`src/rtl/wb_cache_dm_pkg.sv`:
```
// Shared types and width helpers for the direct-mapped write-back cache.
package wb_cache_pkg;

   typedef enum logic [2:0] {
      IDLE,
      LOOKUP,
      WRITEBACK,
      ALLOCATE,
      FLUSH
   } state_e;

   // Word-offset field width within a line.
   function automatic int unsigned off_width(input int unsigned words_per_line);
      return $clog2(words_per_line);
   endfunction

   // Line-index field width.
   function automatic int unsigned idx_width(input int unsigned lines);
      return $clog2(lines);
   endfunction

   // Tag field width: what remains of the word address after index and offset.
   function automatic int unsigned tag_width(input int unsigned addr_w,
                                             input int unsigned words_per_line,
                                             input int unsigned lines);
      return addr_w - $clog2(lines) - $clog2(words_per_line);
   endfunction

endpackage

```
`src/rtl/wb_cache_dm_if.sv`:
```
// CPU-side word port, memory-side line port and flush handshake of the cache.
// slave: the cache's view; master: the view of the CPU/memory environment.
interface wb_cache_dm_if #(
   parameter int unsigned ADDR_W         = 10,
   parameter int unsigned WORD_W         = 10,
   parameter int unsigned WORDS_PER_LINE = 2
);
   import wb_cache_pkg::*;

   localparam int unsigned OFF_W  = off_width(WORDS_PER_LINE);
   localparam int unsigned LINE_W = WORD_W * WORDS_PER_LINE;

   logic                     cpu_req;
   logic                     cpu_we;
   logic [ADDR_W-1:0]        cpu_addr;
   logic [WORD_W-1:0]        cpu_wdata;
   logic [WORD_W-1:0]        cpu_rdata;
   logic                     cpu_ready;
   logic                     flush_req;
   logic                     flush_done;
   logic                     mem_req;
   logic                     mem_we;
   logic [ADDR_W-OFF_W-1:0]  mem_addr;
   logic [LINE_W-1:0]        mem_wdata;
   logic [LINE_W-1:0]        mem_rdata;
   logic                     mem_ready;

   modport slave (
      input  cpu_req, cpu_we, cpu_addr, cpu_wdata, flush_req, mem_rdata, mem_ready,
      output cpu_rdata, cpu_ready, flush_done, mem_req, mem_we, mem_addr, mem_wdata
   );

   modport master (
      output cpu_req, cpu_we, cpu_addr, cpu_wdata, flush_req, mem_rdata, mem_ready,
      input  cpu_rdata, cpu_ready, flush_done, mem_req, mem_we, mem_addr, mem_wdata
   );

endinterface

```
`src/rtl/wb_cache_dm_store.sv`:
```
// Tag/valid/dirty/data arrays: asynchronous read at one index, synchronous
// word write or line fill, asynchronous clear of valid and dirty on reset.
module wb_cache_store
   import wb_cache_pkg::*;
#(
   parameter int unsigned WORD_W         = 10,
   parameter int unsigned WORDS_PER_LINE = 2,
   parameter int unsigned LINES          = 16,
   parameter int unsigned TAG_W          = 5
) (
   input  logic                                    clk,
   input  logic                                    rst,
   input  logic [idx_width(LINES)-1:0]             idx_i,
   output logic                                    rd_valid_o,
   output logic                                    rd_dirty_o,
   output logic [TAG_W-1:0]                        rd_tag_o,
   output logic [WORDS_PER_LINE-1:0][WORD_W-1:0]   rd_line_o,
   input  logic                                    wr_word_i,
   input  logic [off_width(WORDS_PER_LINE)-1:0]    wr_off_i,
   input  logic [WORD_W-1:0]                       wr_data_i,
   input  logic                                    fill_i,
   input  logic [TAG_W-1:0]                        fill_tag_i,
   input  logic [WORDS_PER_LINE-1:0][WORD_W-1:0]   fill_line_i,
   input  logic                                    clean_i
);

   logic [LINES-1:0]                       valid_q;
   logic [LINES-1:0]                       dirty_q;
   logic [TAG_W-1:0]                       tag_q  [LINES];
   logic [WORDS_PER_LINE-1:0][WORD_W-1:0]  data_q [LINES];

   // Line state bits; a fill wins over a word write or a clean at the same index.
   always_ff @(posedge clk or posedge rst) begin
      if (rst) begin
         valid_q <= '0;
         dirty_q <= '0;
      end else if (fill_i) begin
         valid_q[idx_i] <= 1'b1;
         dirty_q[idx_i] <= 1'b0;
      end else if (wr_word_i) begin
         dirty_q[idx_i] <= 1'b1;
      end else if (clean_i) begin
         dirty_q[idx_i] <= 1'b0;
      end
   end

   // Tag and data storage, deliberately left unreset.
   always_ff @(posedge clk) begin
      if (fill_i) begin
         tag_q[idx_i]  <= fill_tag_i;
         data_q[idx_i] <= fill_line_i;
      end else if (wr_word_i) begin
         data_q[idx_i][wr_off_i] <= wr_data_i;
      end
   end

   assign rd_valid_o = valid_q[idx_i];
   assign rd_dirty_o = dirty_q[idx_i];
   assign rd_tag_o   = tag_q[idx_i];
   assign rd_line_o  = data_q[idx_i];

endmodule

```
`src/rtl/wb_cache_dm.sv`:
```
// Direct-mapped, write-back, write-allocate cache with full-cache flush.
// Holds the controller FSM, the CPU request latch and the flush pointer.
module wb_cache_dm
   import wb_cache_pkg::*;
#(
   parameter int unsigned ADDR_W         = 10,
   parameter int unsigned WORD_W         = 10,
   parameter int unsigned WORDS_PER_LINE = 2,
   parameter int unsigned LINES          = 16
) (
   input  logic         clk,
   input  logic         rst,
   wb_cache_dm_if.slave bus
);

   localparam int unsigned OFF_W = off_width(WORDS_PER_LINE);
   localparam int unsigned IDX_W = idx_width(LINES);
   localparam int unsigned TAG_W = tag_width(ADDR_W, WORDS_PER_LINE, LINES);

   typedef logic [WORDS_PER_LINE-1:0][WORD_W-1:0] line_t;

   state_e                    state_q;
   logic [IDX_W-1:0]          ptr_q;
   logic [ADDR_W-1:0]         req_addr_q;
   logic                      req_we_q;
   logic [WORD_W-1:0]         req_wdata_q;
   logic                      cpu_ready_q;
   logic [WORD_W-1:0]         cpu_rdata_q;
   logic                      flush_done_q;
   logic                      mem_req_q;
   logic                      mem_we_q;
   logic [ADDR_W-OFF_W-1:0]   mem_addr_q;
   line_t                     mem_wdata_q;

   logic [TAG_W-1:0]          req_tag;
   logic [IDX_W-1:0]          req_idx;
   logic [OFF_W-1:0]          req_off;
   logic [IDX_W-1:0]          st_idx;
   logic                      rd_valid;
   logic                      rd_dirty;
   logic [TAG_W-1:0]          rd_tag;
   line_t                     rd_line;
   logic                      hit;
   logic                      mem_done;
   logic                      wr_word;
   logic                      fill;
   logic                      clean;

   assign req_tag  = req_addr_q[ADDR_W-1 -: TAG_W];
   assign req_idx  = req_addr_q[OFF_W +: IDX_W];
   assign req_off  = req_addr_q[OFF_W-1:0];
   assign st_idx   = (state_q == FLUSH) ? ptr_q : req_idx;
   assign hit      = rd_valid && (rd_tag == req_tag);
   assign mem_done = mem_req_q && bus.mem_ready;

   // Array write strobes, decoded from the current state and handshake.
   always_comb begin
      wr_word = (state_q == LOOKUP) && hit && req_we_q;
      fill    = (state_q == ALLOCATE) && mem_done;
      clean   = ((state_q == WRITEBACK) || (state_q == FLUSH)) && mem_done;
   end

   wb_cache_store #(
      .WORD_W         (WORD_W),
      .WORDS_PER_LINE (WORDS_PER_LINE),
      .LINES          (LINES),
      .TAG_W          (TAG_W)
   ) u_store (
      .clk         (clk),
      .rst         (rst),
      .idx_i       (st_idx),
      .rd_valid_o  (rd_valid),
      .rd_dirty_o  (rd_dirty),
      .rd_tag_o    (rd_tag),
      .rd_line_o   (rd_line),
      .wr_word_i   (wr_word),
      .wr_off_i    (req_off),
      .wr_data_i   (req_wdata_q),
      .fill_i      (fill),
      .fill_tag_i  (req_tag),
      .fill_line_i (bus.mem_rdata),
      .clean_i     (clean)
   );

   // Controller FSM; memory transactions are issued one cycle after entering
   // WRITEBACK/ALLOCATE (or after each flush write), which yields the one-cycle
   // mem_req gap after every accepted transaction.
   always_ff @(posedge clk or posedge rst) begin
      if (rst) begin
         state_q      <= IDLE;
         ptr_q        <= '0;
         req_addr_q   <= '0;
         req_we_q     <= 1'b0;
         req_wdata_q  <= '0;
         cpu_ready_q  <= 1'b0;
         cpu_rdata_q  <= '0;
         flush_done_q <= 1'b0;
         mem_req_q    <= 1'b0;
         mem_we_q     <= 1'b0;
         mem_addr_q   <= '0;
         mem_wdata_q  <= '0;
      end else begin
         cpu_ready_q  <= 1'b0;
         flush_done_q <= 1'b0;
         unique case (state_q)
            IDLE: begin
               if (bus.flush_req) begin
                  ptr_q   <= '0;
                  state_q <= FLUSH;
               end else if (bus.cpu_req) begin
                  req_addr_q  <= bus.cpu_addr;
                  req_we_q    <= bus.cpu_we;
                  req_wdata_q <= bus.cpu_wdata;
                  state_q     <= LOOKUP;
               end
            end
            LOOKUP: begin
               if (hit) begin
                  cpu_ready_q <= 1'b1;
                  cpu_rdata_q <= req_we_q ? req_wdata_q : rd_line[req_off];
                  state_q     <= IDLE;
               end else if (rd_valid && rd_dirty) begin
                  state_q <= WRITEBACK;
               end else begin
                  state_q <= ALLOCATE;
               end
            end
            WRITEBACK: begin
               if (!mem_req_q) begin
                  mem_req_q   <= 1'b1;
                  mem_we_q    <= 1'b1;
                  mem_addr_q  <= {rd_tag, req_idx};
                  mem_wdata_q <= rd_line;
               end else if (bus.mem_ready) begin
                  mem_req_q <= 1'b0;
                  state_q   <= ALLOCATE;
               end
            end
            ALLOCATE: begin
               if (!mem_req_q) begin
                  mem_req_q  <= 1'b1;
                  mem_we_q   <= 1'b0;
                  mem_addr_q <= {req_tag, req_idx};
               end else if (bus.mem_ready) begin
                  mem_req_q <= 1'b0;
                  state_q   <= LOOKUP;
               end
            end
            FLUSH: begin
               if (mem_req_q) begin
                  if (bus.mem_ready) begin
                     mem_req_q <= 1'b0;
                     if (&ptr_q) begin
                        flush_done_q <= 1'b1;
                        ptr_q        <= '0;
                        state_q      <= IDLE;
                     end else begin
                        ptr_q <= ptr_q + 1'b1;
                     end
                  end
               end else if (rd_valid && rd_dirty) begin
                  mem_req_q   <= 1'b1;
                  mem_we_q    <= 1'b1;
                  mem_addr_q  <= {rd_tag, ptr_q};
                  mem_wdata_q <= rd_line;
               end else if (&ptr_q) begin
                  flush_done_q <= 1'b1;
                  ptr_q        <= '0;
                  state_q      <= IDLE;
               end else begin
                  ptr_q <= ptr_q + 1'b1;
               end
            end
            default: state_q <= IDLE;
         endcase
      end
   end

   assign bus.cpu_ready  = cpu_ready_q;
   assign bus.cpu_rdata  = cpu_rdata_q;
   assign bus.flush_done = flush_done_q;
   assign bus.mem_req    = mem_req_q;
   assign bus.mem_we     = mem_we_q;
   assign bus.mem_addr   = mem_addr_q;
   assign bus.mem_wdata  = mem_wdata_q;

endmodule

```
`src/flat_wrapper.sv`:
```
// flat-port wrapper written by rule: the top's interface ports become plain ports
module wb_cache_dm_flat import wb_cache_pkg::*;
#(
   parameter int unsigned ADDR_W         = 10,
   parameter int unsigned WORD_W         = 10,
   parameter int unsigned WORDS_PER_LINE = 2,
   parameter int unsigned LINES          = 16
)
  (clk, rst, bus_cpu_req, bus_cpu_we, bus_cpu_addr, bus_cpu_wdata, bus_flush_req, bus_mem_rdata, bus_mem_ready, bus_cpu_rdata, bus_cpu_ready, bus_flush_done, bus_mem_req, bus_mem_we, bus_mem_addr, bus_mem_wdata);
  wb_cache_dm_if #(.ADDR_W(ADDR_W), .WORD_W(WORD_W), .WORDS_PER_LINE(WORDS_PER_LINE)) bus_i ();
  input  logic clk;
  input  logic rst;
  input wire logic [$bits(bus_i.cpu_req)-1:0] bus_cpu_req;
  input wire logic [$bits(bus_i.cpu_we)-1:0] bus_cpu_we;
  input wire logic [$bits(bus_i.cpu_addr)-1:0] bus_cpu_addr;
  input wire logic [$bits(bus_i.cpu_wdata)-1:0] bus_cpu_wdata;
  input wire logic [$bits(bus_i.flush_req)-1:0] bus_flush_req;
  input wire logic [$bits(bus_i.mem_rdata)-1:0] bus_mem_rdata;
  input wire logic [$bits(bus_i.mem_ready)-1:0] bus_mem_ready;
  output wire logic [$bits(bus_i.cpu_rdata)-1:0] bus_cpu_rdata;
  output wire logic [$bits(bus_i.cpu_ready)-1:0] bus_cpu_ready;
  output wire logic [$bits(bus_i.flush_done)-1:0] bus_flush_done;
  output wire logic [$bits(bus_i.mem_req)-1:0] bus_mem_req;
  output wire logic [$bits(bus_i.mem_we)-1:0] bus_mem_we;
  output wire logic [$bits(bus_i.mem_addr)-1:0] bus_mem_addr;
  output wire logic [$bits(bus_i.mem_wdata)-1:0] bus_mem_wdata;
  assign bus_i.cpu_req = bus_cpu_req;
  assign bus_i.cpu_we = bus_cpu_we;
  assign bus_i.cpu_addr = bus_cpu_addr;
  assign bus_i.cpu_wdata = bus_cpu_wdata;
  assign bus_i.flush_req = bus_flush_req;
  assign bus_i.mem_rdata = bus_mem_rdata;
  assign bus_i.mem_ready = bus_mem_ready;
  assign bus_cpu_rdata = bus_i.cpu_rdata;
  assign bus_cpu_ready = bus_i.cpu_ready;
  assign bus_flush_done = bus_i.flush_done;
  assign bus_mem_req = bus_i.mem_req;
  assign bus_mem_we = bus_i.mem_we;
  assign bus_mem_addr = bus_i.mem_addr;
  assign bus_mem_wdata = bus_i.mem_wdata;
  wb_cache_dm #(.ADDR_W(ADDR_W), .WORD_W(WORD_W), .WORDS_PER_LINE(WORDS_PER_LINE), .LINES(LINES)) u_core (.clk(clk), .rst(rst), .bus(bus_i));
endmodule
```
`config.mk`:
```
export PLATFORM = sky130hd
export DESIGN_NAME = wb_cache_dm_flat
export DESIGN_NICKNAME = d
export VERILOG_FILES = /design/src/rtl/wb_cache_dm_pkg.sv /design/src/rtl/wb_cache_dm_if.sv /design/src/rtl/wb_cache_dm_store.sv /design/src/rtl/wb_cache_dm.sv /design/src/flat_wrapper.sv
export SDC_FILE = /design/constraint.sdc
export NUM_CORES = 1
export LEC_CHECK = 0
export CAP_MARGIN = 20
export CELL_PAD_IN_SITES_DETAIL_PLACEMENT = 1
export CELL_PAD_IN_SITES_GLOBAL_PLACEMENT = 1
export CORE_AREA = 2 2 213 215
export CTS_CLUSTER_DIAMETER = 100
export DETAILED_ROUTE_END_ITERATION = 8
export DIE_AREA = 0 0 215 217
export HOLD_SLACK_MARGIN = 0.05
export PLACE_DENSITY = 0.79
export SETUP_SLACK_MARGIN = 0.1
export SLEW_MARGIN = 10
export SYNTH_ARGS = -nofsm -noshare
export SYNTH_HDL_FRONTEND = slang
export SYNTH_SLANG_ARGS = --single-unit
```
`constraint.sdc`:
```
create_clock -name clk -period 6.12 [get_ports clk]
set_clock_uncertainty 0.15 [all_clocks]
set_input_delay 1.836 -clock clk [delete_from_list [all_inputs] [get_ports clk]]
set_output_delay 1.836 -clock clk [all_outputs]
set_load 0.01 [all_outputs]
```
After elaboration in Yosys (flattened, before gate mapping)
Memories as Yosys holds them, arrays and structs flattened.
Index checks and enable logic that the tools add are counted.
W data, S select, Z words.
{"block": "classes", "n_addsub": 1, "multipliers": 0, "div": 0, "order_cmp": 4, "n_eq_ne": 17, "shifts": 0, "muxes": 85, "n_bitwise": 25, "n_reduce_logical": 24}
{"op": "$mux W20", "n": 4}
{"op": "$mux W16", "n": 3}
{"op": "$mux W1", "n": 43}
{"op": "$mux W10", "n": 4}
{"op": "$pmux W20 S2", "n": 1}
{"op": "$mux W9", "n": 4}
{"op": "$mux W3", "n": 11}
{"op": "$or A16 B16 Y16", "n": 2}
{"op": "$pmux W9 S3", "n": 1}
{"op": "$mux W4", "n": 6}
{"op": "$or A1 B1 Y1", "n": 20}
{"op": "$and A16 B16 Y16", "n": 1}
{"op": "$not A16 Y16", "n": 1}
{"op": "$pmux W3 S5", "n": 1}
{"op": "$ne A2 B2 Y1 const B", "n": 7}
{"op": "$reduce_and A4 Y1", "n": 3}
{"op": "$demux W10 S1", "n": 1}
{"op": "$logic_and A1 B1 Y1", "n": 9}
{"op": "$bmux W1 S4", "n": 2}
{"op": "$pmux W4 S2", "n": 1}
{"op": "$reduce_and A7 Y1", "n": 1}
{"op": "$eq A3 B2 Y1 const B", "n": 2}
{"op": "$ne A3 B3 Y1 const B", "n": 2}
{"op": "$reduce_bool A2 Y1", "n": 3}
{"op": "other kinds (21)", "n": 23}
{"block": "word_totals", "ff_bits": 103, "latchBits": 0, "ram_bits": 400, "romBits": 0, "inputBits": 46, "memories": 2}
{"memory": "u_core.u_store.data_q", "words": 16, "width": 20, "rd": 1, "rd_clocked_by_memory_dff": 0, "write_ports": 1, "line_no": "wb_cache_dm_store.sv:30", "text": "logic [WORDS_PER_LINE-1:0][WORD_W-1:0] data_q [LINES];"}
{"memory": "u_core.u_store.tag_q", "words": 16, "width": 5, "rd": 1, "rd_clocked_by_memory_dff": 0, "write_ports": 1, "line_no": "wb_cache_dm_store.sv:29", "text": "logic [TAG_W-1:0] tag_q [LINES];"}

Depth between registers and ports, before layout
Gate-level depths: netlist (run 1).
{"block": "logic_depth", "ltp_word": 11, "depth_mapped": 14, "ltp_nobuf": 8}

By module
Synthesis (run 1) repeated with hierarchy kept, for this count alone.
{"block": "unflattened", "hier_cells": 1076, "area_unflattened_um2": 20317.0}
{"module": "wb_cache_store", "instances": 1, "cells_each": 814, "area_per_inst_um2": 16910.0, "seq_area_each_um2": 12812.3}
{"module": "wb_cache_dm", "instances": 1, "cells_each": 262, "area_per_inst_um2": 3407.0, "seq_area_each_um2": 1776.7}

Least setup slack after synthesis (run 1)
No wires, ideal clock.
{"block": "synth_timing", "path_type": "register to register", "from": "register u_core.req_addr_q[1]", "to": "memory u_core.u_store.data_q[0][10] in the netlist's numbering, enable pin", "t_arrival_ps": 3406, "required_time_ps": 5590, "path_slack_ps": 2184, "path_stages_with_launch": 13, "synth_period_minus_slack_ps": 3936, "cell_sequence": "dfrtp_1 -> buf_2 -> buf_4 -> buf_4 -> mux4_2 -> mux2i_1 -> nor3_1 -> nor4_2 -> and4_2 -> nand4_4 -> buf_2 -> buf_2 -> a21oi_1"}
{"block": "synth_via", "elab_chain_len": 10, "word_cells_on_any_way": 12}
{"element": "start: declaration", "line_no": "wb_cache_dm.sv:24", "text": "logic [ADDR_W-1:0] req_addr_q;"}
{"element": "start signal: assignment", "line_no": "wb_cache_dm.sv:111", "text": "req_addr_q <= bus.cpu_addr;"}
{"element": "$mux W4 (*)", "line_no": "wb_cache_dm.sv:52", "text": "assign st_idx = (state_q == FLUSH) ? ptr_q : req_idx;"}
{"element": "$mem_v2 Z16 W5 or $bmux W1 S4 (tied branches)"}
{"element": "$eq A5 B5 Y1 or $mux W1 (tied branches)", "line_no": "wb_cache_dm.sv:53, wb_cache_dm_store.sv:57"}
{"element": "$logic_and A1 B1 Y1", "line_no": "wb_cache_dm.sv:53", "text": "assign hit = rd_valid && (rd_tag == req_tag);"}
{"element": "$logic_and A1 B1 Y1 (2 in a row)", "line_no": "wb_cache_dm.sv:58", "text": "wr_word = (state_q == LOOKUP) && hit && req_we_q;"}
{"element": "$mux W1", "line_no": "wb_cache_dm_store.sv:52", "text": "end else if (wr_word_i) begin"}
{"element": "$mux W1", "line_no": "wb_cache_dm_store.sv:49", "text": "if (fill_i) begin"}
{"element": "$mux W20 (not written as such)", "line_no": "wb_cache_dm_store.sv:53", "text": "data_q[idx_i][wr_off_i] <= wr_data_i;"}
{"element": "$or A1 B1 Y1 (no source line)"}
{"element": "end: declaration", "line_no": "wb_cache_dm_store.sv:30"}
Mark *: on every way between the ends. The rest lies on a longest branch, timed or not. The select of a mux whose other input is x is not followed.

Worst setup path in the final report (run 1)
{"block": "layout_timing", "from": "register u_core.ptr_q[0]", "to": "memory u_core.u_store.data_q[2][8] in the netlist's numbering (data pin)"}
{"block": "layout_via", "elab_chain_len": 10, "word_cells_on_any_way": 12}
{"element": "start: declaration", "line_no": "wb_cache_dm.sv:23", "text": "logic [IDX_W-1:0] ptr_q;"}
{"element": "start signal: assignment", "line_no": "wb_cache_dm.sv:158", "text": "ptr_q <= ptr_q + 1'b1;"}
{"element": "start signal: assignment", "line_no": "wb_cache_dm.sv:171", "text": "ptr_q <= ptr_q + 1'b1;"}
{"element": "$mux W4 (*)", "line_no": "wb_cache_dm.sv:52"}
{"element": "$mem_v2 Z16 W5 or $bmux W1 S4 (tied branches)"}
{"element": "$eq A5 B5 Y1 or $mux W1 (tied branches)", "line_no": "wb_cache_dm.sv:53, wb_cache_dm_store.sv:57"}
{"element": "$logic_and A1 B1 Y1 (*)", "line_no": "wb_cache_dm.sv:53"}
{"element": "$logic_and A1 B1 Y1 (*) (2 in a row)", "line_no": "wb_cache_dm.sv:58"}
{"element": "$mux W1 (*)", "line_no": "wb_cache_dm_store.sv:52"}
{"element": "$mux W1 (*)", "line_no": "wb_cache_dm_store.sv:49"}
{"element": "$mux W20 (not written as such) (*)", "line_no": "wb_cache_dm_store.sv:53"}
{"element": "$mux W1 (no source line) (*)"}
Marks and branches as above.

==> impl_metrics.py, run 1 <==
metrics = {
    "floorplanning": {
        "die_w_um": 215,
        "core_area_sq_mm": 0.0447,
        "fp.dieH_um": 217,
        "dieArea_sq_mm": 0.0467,
        "rows": 78,
        "start_util_pct": 49.2,
        "io_pins": 89,
    },
    "job": {
        "maxCapViolCount": 0,
    },
    "critical_path": {
        "slowest_stage": "dfrtp_2",
        "slowest_delay_ns": 0.88,
        "r2r_cells": 8,
        "cp-start-kind": "flop",
        "crit_chain": "and4bb_2 -> a21o_4 -> mux2i_1 -> o22ai_1 -> nor4_1 -> or2_2 -> nand4_4 -> mux2_1",
        "end_kind": "flop",
        "critPathArrivalTime_ns": 4.88,
        "cp.buffers_inverters": 0,
        "rrSetupSlack_ns": 1.35,
        "r2r-end": "u_core.u_store.data_q[2][8]",
        "cpLargestDelayFamily": "simple AND/OR/NAND/NOR gates",
        "path_max_fanout": 41,
        "critPathRequiredTime_ns": 6.23,
        "worstSetupPathType": "reg2reg",
        "reg2reg_from": "u_core.ptr_q[0]",
    },
    "route": {
        "vias": 14700,
        "antenna_left": 0,
        "first_pass_iters": 5,
        "top_layer": "met5",
        "wirelength_mm": 69.2,
        "met1_length_mm": 27.8,
        "wl_met2_mm": 33.5,
        "viasPerCell": 6.35,
        "drc": 0,
        "wire_per_inst_um": 29.8,
        "drtIter0Drc": 1598,
        "met3_length_mm": 5.40,
    },
    "final_layout": {
        "drive_gt1_share_pct": 17.4,
        "mostFrequentLayoutCell": "edfxtp_1",
        "fin_area_sq_mm": 0.0255,
        "layout_common_cells": "edfxtp_1, nand2_1, mux2i_1, dfrtp_1, clkdlybuf4s50_1",
        "stdcell_count": 2322,
        "final_util_pct": 57.1,
        "area_delta_synth_final_pct": 16.0,
        "fillCellCount": 4331,
        "regArea_sq_mm": 0.0146,
        "nets": 1723,
        "multi_input_area_sq_mm": 0.00679,
    },
    "power_and_ir_drop": {
        "vdd_ir_drop_max_v": 0.000337,
        "power_density_mw_per_mm2": 495,
        "p_leak_nw": 9.50,
        "power.total_mw": 12.6,
    },
    "yosys": {
        "synth_edf_count": 400,
        "avgSynthCellArea_sq_um": 14.2,
        "synth_cells": 1553,
        "syn-num-nets": 1600,
        "ys_ff_latch": 503,
        "synth.distinct_cells": 73,
        "async_reset_ff_share_pct": 20.5,
        "synth_top_flop_cell": "edfxtp_1",
        "netlist_area_sq_mm": 0.0220,
        "synth_warnings": 0,
        "yosysSeqAreaShare_pct": 66.4,
    },
    "min_path": {
        "hp-class": "reg2reg",
        "whs_endpoint": "u_core.u_store.valid_q[1]",
        "hp-start": "u_core.u_store.valid_q[1]",
        "holdPathStages": 1,
    },
    "timing": {
        "hold_viol_final": 0,
        "fmax_mhz": 210,
        "period_needed_ns": 4.77,
        "slew_headroom_pct": 30.6,
        "slew_violations": 0,
        "final-setup-viol-count": 0,
        "fin_setup_tns_ns": 0,
        "rsz0062_at_grt": "no",
        "tightest_slew_ns": 1.01,
        "post-route-period-util_pct": 77.9,
    },
    "clocking": {
        "cts_buffer_depth": 3,
        "worstSkewPairLatency_ns": 0.63,
        "cts_resized": 0,
        "hold_buffers": 0,
        "clock-sinks": 503,
        "cts_buffers": 53,
        "cts_tree": "built",
        "post_cts_buffers": 0,
        "clockRootBuffer": "clkbuf_16",
        "cts.htree.levels": 2,
        "path_clk_slew_ns": 0.06,
    },
    "place": {
        "dp.cells": 2220,
        "place_area_sq_mm": 0.0237,
        "hpwl_mm": 45.1,
        "io_buffers": 88,
        "place.gp.congestion": 0.936,
    },
    "outcome": {
        "status": "complete, no violations",
    },
    "global_routing": {
        "grt_max_degree": 93,
        "grt.overflow.total": 0,
        "antenna_found_initial": 1,
        "track_usage_pct": 29.7,
        "grt_pass1_vias": 15500,
        "grt_pass1_wl_mm": 102,
    },
}
logic make-up after synthesis:
| family | Yosys count | share of synthesized area, % |
|---|---|---|
| adder cells (fa/ha/maj) | 1 | 0.0569 |
| buffers and inverters | 131 | 2.99 |
| flip-flops | 503 | 66.4 |
| multiplexers | 246 | 13.3 |
| AO/OA/AOI/OAI | 234 | 7.54 |
| XOR/XNOR | 2 | 0.0797 |
| AND/OR/NAND/NOR | 436 | 9.65 |
synthesized netlist by cell type, types with 14 or more instances:
cell type  instances  share of area [%]
a21oi_1           44                1.0
a311oi_1          20               0.80
and3_1            44                1.3
buf_2             24               0.55
clkbuf_1          49               0.84
dfrtp_1          103                 12
edfxtp_1         400                 55
inv_1             33               0.56
mux2_2            66                3.4
mux2i_1          143                6.5
mux4_2            29                3.0
nand2_1          219                3.7
nand3_1           39               0.89
nor2_1            34               0.58
nor2b_1           14               0.40
nor3_1            18               0.41
nor4_1            22               0.63
o21ai_0           28               0.64
o22ai_1           45                1.3
or2_2             20               0.57
report_power, final:
| group | leakage [nW] | internal (mW) | total [mW] | switching (mW) |
|---|---|---|---|---|
| logic | 3.79 | 1.79 | 4.72 | 2.93 |
| clock network | 0.848 | 1.84 | 3.22 | 1.38 |
| registers | 4.87 | 4.17 | 4.70 | 0.524 |
| total | 9.50 | 7.79 | 12.6 | 4.84 |
worst register-to-register path: cells and delay by family, from the launching register on:
kind	cells	cell delay, ns
multiplexers	2	1.10
flip-flops	1	0.88
AND/OR/NAND/NOR	4	1.60
AO/OA/AOI/OAI	2	0.68
routing by layer:
metal,track usage (%),vias up
met1,39.7,7684
met3,5.72,160
met4,11.1,4
met5,0,-
met2,48.7,702
li1,-,6187
worst max path at each step:
stage / startpoint / to / cells after the start
2_1_floorplan: rst / async pin / 1
3_3_place_gp: u_core.state_q[2] / u_core.bus.cpu_rdata[2] / 10
3_5_place_dp: u_core.state_q[2] / u_core.bus.cpu_rdata[1] / 10
4_1_cts: u_core.state_q[2] / u_core.bus.cpu_rdata[1] / 10
5_1_grt: u_core.state_q[0] / u_core.u_store.data_q[2][12] / 10
6_report: u_core.ptr_q[0] / u_core.u_store.data_q[2][8] / 8
registers in the layout, indices dropped and copies added, names as in the netlist, named ones only:
name,cells
u_core.ptr_q,4
u_core.bus.mem_wdata,20
u_core.bus.cpu_rdata,10
u_core.bus.mem_req,1
u_core.state_q,3
u_core.req_we_q,1
u_core.bus.mem_addr,9
u_core.u_store.tag_q,80
u_core.bus.flush_done,1
u_core.u_store.valid_q,16
u_core.u_store.data_q,320
u_core.bus.mem_we,1
u_core.req_wdata_q,10
u_core.req_addr_q,10
u_core.bus.cpu_ready,1
stage by stage:
stage	worst slack [ns]	hold WS, ns
after global placement	1.20	0.320
after detailed placement	1.19	0.332
after CTS	1.01	0.352
after global routing	1.14	0.368
final	1.35	0.350
after floorplan	1.43	0.302
final cells by class:
class | instances | area share (%)
timing repair buffer | 166 | 5.89
tap | 600 | 2.94
sequential | 503 | 57.2
antenna | 1 | 0.00981
clock inverter | 26 | 1.16
multi-input combinational | 919 | 26.6
clock buffer | 74 | 5.67
inverter | 33 | 0.495
(Power assumes the default switching activity.)
==> run 2, diff against run 1 <==
CORE_AREA = 2 2 222 224   (was 2 2 213 215)
DIE_AREA = 0 0 224 226   (was 0 0 215 217)
PLACE_DENSITY = 0.76   (was 0.79)
clock period = 3.9 ns   (was 6.12 ns; I/O delays follow)
==> run 2 against run 1 <==
Die area up 8.5%. Global-route usage is 1.8 points lower. Critical path depth is 2 higher. Sequential cell count unchanged. Hold slack worse by 0.0034 ns. Combinational power rose by 83%. First-iteration DRC count decreased by 5.1%. Utilization fell by 1.9 points. Via count increased by 2.6%. Count of clock-buffer cells in the layout fell by 11. Setup slack got worse by 1.2 ns. Critical endpoint is now u_core.u_store.data_q[4][9]. Largest cell class unchanged. Largest power group unchanged.
==> impl_metrics.py, run 2 (same netlist as run 1, synthesis figures left out) <==
metrics = {
    "floorplanning": {
        "io_pins": 89,
        "core_area_sq_mm": 0.0483,
        "rows": 81,
        "dieArea_sq_mm": 0.0506,
        "die_w_um": 224,
        "start_util_pct": 45.5,
        "fp.dieH_um": 226,
    },
    "timing": {
        "slew_headroom_pct": 40.7,
        "tightest_slew_ns": 0.881,
        "slew_violations": 0,
        "final-setup-viol-count": 0,
        "hold_viol_final": 0,
        "fin_setup_tns_ns": 0,
        "fin_hold_ws_ns": 0.347,
        "post-route-period-util_pct": 97.0,
        "rsz0062_at_grt": "yes",
        "period_needed_ns": 3.78,
        "finalWorstSetupSlack_ns": 0.119,
        "fmax_mhz": 264,
    },
    "clocking": {
        "path_clk_slew_ns": 0.06,
        "cts.htree.levels": 2,
        "worstSkewPairLatency_ns": 0.63,
        "cts_buffers": 52,
        "cts_tree": "built",
        "hold_buffers": 0,
        "clockRootBuffer": "clkbuf_16",
        "cts_buffer_depth": 3,
        "clock-sinks": 503,
    },
    "critical_path": {
        "path_max_fanout": 26,
        "r2r_cells": 10,
        "critPathRequiredTime_ns": 4.03,
        "critPathArrivalTime_ns": 3.91,
        "end_kind": "flop",
        "r2r-end": "u_core.u_store.data_q[4][9]",
        "worstSetupStartpoint": "u_core.state_q[1]",
        "rrSetupSlack_ns": 0.12,
        "endpoint": "u_core.u_store.data_q[4][9]",
        "cp-start-kind": "flop",
        "worstSetupPathType": "reg2reg",
        "reg2reg_from": "u_core.state_q[1]",
    },
    "final_layout": {
        "nets": 1807,
        "stdcell_count": 2425,
        "drive_gt1_share_pct": 22.5,
        "mostFrequentLayoutCell": "edfxtp_1",
        "layout_common_cells": "edfxtp_1, nand2_1, mux2i_1, buf_4, dfrtp_1",
        "regMostFlops": "u_core.u_store.data_q",
        "fin_area_sq_mm": 0.0267,
        "largest_reg_flops": 320,
        "area_delta_synth_final_pct": 21.2,
    },
    "route": {
        "first_pass_iters": 5,
        "drtIter0Drc": 1516,
        "drc": 0,
        "vias": 15100,
        "wirelength_mm": 71.3,
        "wire_per_inst_um": 29.4,
        "viasPerCell": 6.23,
        "antenna_left": 0,
    },
    "job": {
        "maxCapViolCount": 0,
    },
    "place": {
        "place_area_sq_mm": 0.0246,
        "place.gp.congestion": 0.888,
        "hpwl_mm": 46.1,
        "pre_cts_slack_ns": -0.107,
        "io_buffers": 88,
        "dp.cells": 2312,
    },
    "power_and_ir_drop": {
        "combPwrFrac_pct": 41.6,
        "pwr-share-seq_pct": 34.5,
        "switchingPower_mw": 7.88,
        "clkPwrFrac_pct": 23.8,
        "swShare_pct": 37.9,
        "p_int_mw": 12.9,
        "p_leak_nw": 10.1,
        "vdd_ir_drop_max_v": 0.000441,
        "power_density_mw_per_mm2": 781,
    },
    "global_routing": {
        "grt_max_degree": 104,
        "grt.overflow.total": 0,
        "antenna_found_initial": 2,
        "grt_pass1_wl_mm": 104,
        "track_usage_pct": 27.9,
        "grt_pass1_vias": 15700,
    },
    "min_path": {
        "hp-class": "reg2reg",
    },
    "outcome": {
        "status": "complete, no violations",
    },
}
==> run 2: cell count changes in the layout (fill, tap and decap cells not counted), moves of 4 or more <==
cell        delta
a2111oi_0      -6
a2111oi_1      +6
buf_12        +30
buf_4         +54
clkbuf_1       -9
clkinvlp_4     +4
mux2_2         -5
mux2_4         +8
==> run 2: power groups by stage <==
stage	clock network, mW	registers, mW	logic, mW
after floorplan	0	7.06	4.60
after global placement	0	7.22	7.86
after detailed placement	0	7.27	8.10
after CTS	5.00	7.17	8.25
after global routing	5.18	7.24	9.13
final	4.96	7.19	8.66
==> run 2: through the flow <==
| step | utilization [%] | power [mW] |
|---|---|---|
| CTS | 54.6 | 20.4 |
| detailed placement | 51.0 | 15.4 |
| floorplan | - | 11.7 |
| global placement | 50.9 | 15.1 |
| finish | 55.1 | 20.8 |
| global route | 55.1 | 21.5 |
==> run 2: worst max-delay path, stage by stage, from the launching register on <==
cell and delay, ns:
dfrtp_1 0.43, nor3b_4 0.39, buf_4 0.30, mux2i_1 0.30
o21ai_0 0.12, o22a_1 0.26, o221ai_1 0.46, nor3_2 0.13
nand4_4 0.15, buf_12 0.21, mux2_1 0.54
==> run 2: per-layer routing <==
layer	track usage [%]	vias to the layer above	wire, um
met1	36.9	7876	28700
met2	46.3	715	34500
met5	0	-	10
li1	-	6370	-
met4	10.0	2	2450
met3	5.15	153	5610
==> run 2: final cells by class <==
cell class | instances | area (sq um)
multi-input combinational | 919 | 6910
timing repair buffer | 251 | 2560
fill | 4612 | 21700
antenna | 1 | 2.50
inverter | 33 | 128
clock inverter | 33 | 309
clock buffer | 63 | 1370
tap | 622 | 778
sequential | 503 | 14600
==> run 2: worst min path at each step <==
| stage | depth (start not counted) | endpoint | slack (ns) | from |
|---|---|---|---|---|
| after floorplan | 1 | u_core.u_store.valid_q[10] | 0.30 | u_core.u_store.valid_q[10] |
| after global placement | 1 | u_core.u_store.valid_q[6] | 0.32 | u_core.u_store.valid_q[6] |
| after detailed placement | 1 | u_core.u_store.valid_q[10] | 0.33 | u_core.u_store.valid_q[10] |
| after CTS | 1 | u_core.u_store.valid_q[15] | 0.35 | u_core.u_store.valid_q[15] |
| after global routing | 1 | u_core.u_store.valid_q[7] | 0.36 | u_core.u_store.valid_q[7] |
| final | 1 | u_core.u_store.valid_q[15] | 0.35 | u_core.u_store.valid_q[15] |
==> run 2: timing repair <==
item                                    in CTS  in global routing
endpoints found under the setup margin     596                607
setup buffers                                8                  4
pin swaps                                    2                  3
gates resized for setup                      9                 27
hold endpoints to repair                     0                  0
gates cloned                                 0                  2
